### config.mk
export PLATFORM = sky130hd
export DESIGN_NAME = axis_fifo_param
export DESIGN_NICKNAME = d
export VERILOG_FILES = /design/src/rtl/axis_fifo_pkg.sv /design/src/rtl/fifo_ram_2p.sv /design/src/rtl/axis_fifo_param.sv
export SDC_FILE = /design/constraint.sdc
export NUM_CORES = 1
export LEC_CHECK = 0
export CAP_MARGIN = 20
export CORE_ASPECT_RATIO = 0.6
export CORE_MARGIN = 1.5
export CORE_UTILIZATION = 30
export CTS_CLUSTER_SIZE = 12
export DETAILED_ROUTE_END_ITERATION = 8
export MAX_ROUTING_LAYER = met4
export SETUP_SLACK_MARGIN = 0.3
export SLEW_MARGIN = 20
export SYNTH_ARGS = -nofsm -noshare
export SYNTH_HDL_FRONTEND = slang
export SYNTH_SLANG_ARGS = --single-unit
### constraint.sdc
create_clock -name clock -period 35 [get_ports clock]
set_clock_uncertainty 0.1 [all_clocks]
set_input_delay 3.5 -clock clock [delete_from_list [all_inputs] [get_ports clock]]
set_output_delay 3.5 -clock clock [all_outputs]
set_load 0.05 [all_outputs]
### src/rtl/axis_fifo_pkg.sv
// axis_fifo_pkg: sizing helpers and flag-threshold defaults shared by the AXI-Stream FIFO.
package axis_fifo_pkg;
    localparam int AFULL_MARGIN   = 2;
    localparam int AEMPTY_DEFAULT = 2;
    function automatic int clog2(input int n);
        int r = 0;
        while ((1 << r) < n) r++;
        return r;
    endfunction
    function automatic int addr_w(input int depth);
        return clog2(depth);
    endfunction
    function automatic int count_w(input int depth);
        return clog2(depth + 1);
    endfunction
endpackage

### src/rtl/fifo_ram_2p.sv
// fifo_ram_2p: simple dual-port storage, synchronous write and asynchronous read.
module fifo_ram_2p #(
    parameter int W     = 129,
    parameter int DEPTH = 8,
    parameter int AW    = 3
) (
    input  logic          clock,
    input  logic          we,
    input  logic [AW-1:0] waddr,
    input  logic [W-1:0]  wdata,
    input  logic [AW-1:0] raddr,
    output logic [W-1:0]  rdata
);
    logic [W-1:0] mem_q [DEPTH];
    always_ff @(posedge clock) if (we) mem_q[waddr] <= wdata;
    assign rdata = mem_q[raddr];
endmodule

### src/rtl/axis_fifo_param.sv
// axis_fifo_param: parametrised FWFT AXI-Stream FIFO with level and threshold flags.
// Define AXIS_FIFO_PACKET_MODE_EN for store-and-forward packet mode.
module axis_fifo_param
    import axis_fifo_pkg::*;
#(
    parameter int DATA_W        = 128,
    parameter int DEPTH         = 8,
    parameter int AFULL_THRESH  = DEPTH - AFULL_MARGIN,
    parameter int AEMPTY_THRESH = AEMPTY_DEFAULT,
    localparam int AW = addr_w(DEPTH),
    localparam int CW = count_w(DEPTH)
) (
    input  logic              clock,
    input  logic              rst,
    input  logic [DATA_W-1:0] s_tdata,
    input  logic              s_tlast,
    input  logic              s_tvalid,
    output logic              s_tready,
    output logic [DATA_W-1:0] m_tdata,
    output logic              m_tlast,
    output logic              m_tvalid,
    input  logic              m_tready,
    output logic [CW-1:0]     level,
    output logic              full,
    output logic              empty,
    output logic              almost_full,
    output logic              almost_empty
);
    logic [AW-1:0] wr_ptr_q, wr_ptr_d, rd_ptr_q, rd_ptr_d;
    logic [CW-1:0] level_q, level_d;
    logic          push, pop;
`ifdef AXIS_FIFO_PACKET_MODE_EN
    logic [CW-1:0] pkt_cnt_q, pkt_cnt_d;
    logic          push_last, pop_last;
`endif

    fifo_ram_2p #(.W(DATA_W + 1), .DEPTH(DEPTH), .AW(AW)) u_ram (
        .clock (clock),
        .we    (push),
        .waddr (wr_ptr_q),
        .wdata ({s_tlast, s_tdata}),
        .raddr (rd_ptr_q),
        .rdata ({m_tlast, m_tdata})
    );

    always_comb begin
        level        = level_q;
        full         = level_q == CW'(DEPTH);
        empty        = level_q == '0;
        almost_full  = level_q >= CW'(AFULL_THRESH);
        almost_empty = level_q <= CW'(AEMPTY_THRESH);
        s_tready     = !full;
`ifdef AXIS_FIFO_PACKET_MODE_EN
        // full override lets packets longer than DEPTH drain cut-through
        m_tvalid     = !empty && (pkt_cnt_q != '0 || full);
`else
        m_tvalid     = !empty;
`endif
        push         = s_tvalid && s_tready;
        pop          = m_tvalid && m_tready;
        wr_ptr_d     = !rst ? '0 : wr_ptr_q + AW'(push);
        rd_ptr_d     = !rst ? '0 : rd_ptr_q + AW'(pop);
        level_d      = !rst ? '0
                     : (push && !pop) ? level_q + 1'b1
                     : (pop && !push) ? level_q - 1'b1
                     : level_q;
`ifdef AXIS_FIFO_PACKET_MODE_EN
        push_last    = push && s_tlast;
        pop_last     = pop && m_tlast;
        pkt_cnt_d    = !rst ? '0
                     : (push_last && !pop_last) ? pkt_cnt_q + 1'b1
                     : (pop_last && !push_last) ? pkt_cnt_q - 1'b1
                     : pkt_cnt_q;
`endif
    end

    always_ff @(posedge clock) begin
        wr_ptr_q  <= wr_ptr_d;
        rd_ptr_q  <= rd_ptr_d;
        level_q   <= level_d;
`ifdef AXIS_FIFO_PACKET_MODE_EN
        pkt_cnt_q <= pkt_cnt_d;
`endif
    end
endmodule

==> run_results.csv <==
group,metric,value,unit
outcome,status,"completed",
logic_synthesis,yosysUniqueCellTypes,31,
floorplanning,coreArea,131000,um2
clock_tree,cts_made_buffers,103,
route,first_pass_iters,4,
place,io_buffer_count,271,
floorplanning,num_rows,103,
route,vias_per_cell,4.71,
clock_tree,cts.sinks,1042,
clock_tree,clk_pin_slew,0.06,ns
worst_setup_path,rr_endpoint,"u_ram.mem_q[5][106]",
worst_setup_path,worst-path-stages,6,
worst_setup_path,crit_slowest_cell,"buf_4",
floorplanning,boundaryPins,272,
worst_setup_path,required,31.40,ns
layout,drive_gt1_share,23.2,%
worst_setup_path,crit_buf_inv,4,
layout,stdcell_count,3684,
clock_tree,htreeDepth,3,
logic_synthesis,syn-num-nets,1699,
worst_setup_path,path_max_fanout,50,
sta,period_minus_slack,9.08,ns
sta,finalSetupViolCount,0,
floorplanning,fp.dieH,285,um
sta,drv_slew,0,
logic_synthesis,yosys_warnings,0,
logic_synthesis,synth_seq_cells,1042,
worst_setup_path,worstReg2RegStart,"level[0]",
worst_setup_path,critPathCapture,"m_tdata[99]",
global_routing,track_usage,12.9,%
floorplanning,die_area,135000,um2
worst_setup_path,r2r_slack,31.20,ns
clock_tree,ctsResizeCount,0,
floorplanning,start_util,30.2,%
worst_setup_path,critical_path.cell_chain,"buf_4, buf_4, buf_4, mux4_1, mux2_2, clkdlybuf4s50_1",
sta,hold_viol,0,
place,gp_congestion,0.689,
logic_synthesis,synth-seq-area-share,78.5,%
clock_tree,cts-root-buf,"clkbuf_16",
power,powerDensity,75.1,nW/um2
route,post_drt_wl_per_cell,23.1,um
sta,finalCritPeriodShare,25.9,%
power,p_total,3.56,mW
global_routing,grt_pass1_wl,125000,um
place,dp_hpwl,45800,um
layout,area_growth,19.3,%
sta,maxSlewHeadroom,28.7,%
worst_setup_path,crit_start,"rd_ptr_q[0]",
global_routing,grt_max_degree,105,
route,num_vias,17400,
worst_setup_path,rr_worst_depth,6,
sta,setup_tns,0,ns
sta,grt_setup_unrepaired,"false",
route,drc_errors,0,
layout,finalNetCount,2035,
route,drtAntennaViolNets,0,
clock_tree,cts_setup_buffers,0,
sta,fmax,110,MHz
sta,tightest_slew,1.07,ns
clock_tree,insertion_delay,0.69,ns
worst_setup_path,cpPeakStageDelay,0.87,ns
power,p_leak,14.5,nW
sta,fin_ws,25.92,ns
global_routing,grt_overflow,0,
worst_setup_path,cp-start-kind,"register",
clock_tree,tritoncts,"built",
logic_synthesis,avgSynthCellArea,25.5,um2
run,maxCapViolations,0,
worst_setup_path,crit_arrival,5.48,ns
route,wl,85300,um
layout,post-route-util,36.1,%
floorplanning,fp.dieW,473,um
route,drt_iter0_markers,1262,
logic_synthesis,synth_area,39700,um2
place,dp_slack,26.44,ns
clock_tree,cts_max_path_buffers,3,
power,peakVddDrop,0.0449,mV
global_routing,grt_pass1_vias,18900,
worst_setup_path,cpMostUsedCell,"buf_4",
logic_synthesis,syn_inst,1558,
worst_hold_path,hp-class,"register to register",
clock_tree,cts.hold.buffers_added,0,
place,placed_cells,3521,
worst_setup_path,cp_top_family,"buffers and inverters",
worst_setup_path,crit_type,"register to output port",
global_routing,antenna_found_initial,15,
worst_setup_path,endpoint_kind,"output port",
==> cell type report <==
cell class,count,area [um2]
Inverter,4,15.0
Clock inverter,25,221
Tap cell,1732,2170
Antenna cell,15,37.5
Sequential cell,1042,31200
Clock buffer,123,2710
Fill cell,11800,84000
Multi-Input combinational cell,438,8080
Timing Repair Buffer,305,2980
==> tightest hold or removal path, stage by stage (launching register included) <==
cell and delay (ns):
dfxtp_1 0.36, nand2_1 0.08, mux2i_1 0.06
==> synth_stat cells <==
cell type	instances	area share, %
a211oi_1	2	0.038
a21o_1	1	0.019
a21oi_1	1	0.013
a31oi_1	1	0.016
and2_1	9	0.14
buf_1	10	0.094
buf_2	13	0.16
buf_6	23	0.65
buf_8	3	0.11
clkbuf_1	23	0.22
dfxtp_1	10	0.50
dlymetal6s2s_1	2	0.063
edfxtp_1	1032	78
fa_1	1	0.050
ha_1	7	0.22
inv_1	4	0.038
mux2_2	129	3.7
mux2i_1	2	0.050
mux4_1	104	6.9
mux4_2	154	8.7
nand2_1	4	0.038
nand2b_1	4	0.063
nand3_1	1	0.013
nor2_1	7	0.066
nor2b_1	2	0.031
nor3_1	2	0.025
nor4b_1	1	0.022
o21ai_0	1	0.013
or4_1	1	0.019
xnor2_1	2	0.044
xor2_1	2	0.044
==> registers in the layout (all words and copies together), names as in the netlist <==
signal       flops
wr_ptr_q         3
rd_ptr_q         3
level            4
u_ram.mem_q   1032
==> stage by stage <==
stage                     instance area [um2]  hold WS, ns
after global placement                  44400        0.397
final                                   47400        0.443
after floorplan                         39700        0.452
after detailed placement                44400        0.427
after global routing                    47400        0.481
after CTS                               47400        0.438
==> layer usage <==
| metal | part of all wire, % | up-vias | GRT usage, % |
|---|---|---|---|
| met2 | 48 | 370 | 19.9 |
| met5 | 0 | - | - |
| li1 | - | 7477 | - |
| met3 | 5.9 | 96 | 3.73 |
| met1 | 45 | 9424 | 17.0 |
| met4 | 1.5 | 0 | 3.03 |
==> layout by cell type (no fill, tap or decap), drive strengths merged, types with 4 or more instances in the layout <==
master            n
and2              9
buf              34
clkbuf          123
clkdlybuf4s50   271
clkinv           15
clkinvlp          4
dfxtp            10
diode            15
edfxtp         1032
ha                7
inv               9
mux2            129
mux4            258
nand2             4
nand2b            4
nor2              7
==> cells by family after synthesis <==
kind of cell | share of synthesized area (%)
flops | 78.5
fa+ha+maj | 0.271
buf+inv | 1.34
mux | 19.3
simple gates | 0.419
xor+xnor | 0.0882
compound gates | 0.0976
==> worst min path at each step <==
| stage | startpoint | cells after the start | slack, ns | end |
|---|---|---|---|---|
| 4_1_cts | level[3] | 2 | 0.44 | level[3] |
| 3_3_place_gp | level[3] | 2 | 0.40 | level[3] |
| 3_5_place_dp | level[3] | 2 | 0.43 | level[3] |
| 2_1_floorplan | rd_ptr_q[1] | 2 | 0.45 | rd_ptr_q[1] |
| 5_1_grt | level[3] | 2 | 0.48 | level[3] |
| 6_report | level[3] | 2 | 0.44 | level[3] |
==> power breakdown <==
group	switching [mW]	internal, mW	leakage (nW)
clock network	0.443	0.550	1.41
registers	0.0313	1.46	9.45
logic	0.629	0.450	3.62
No activity file was read; power rests on OpenSTA's default activity.
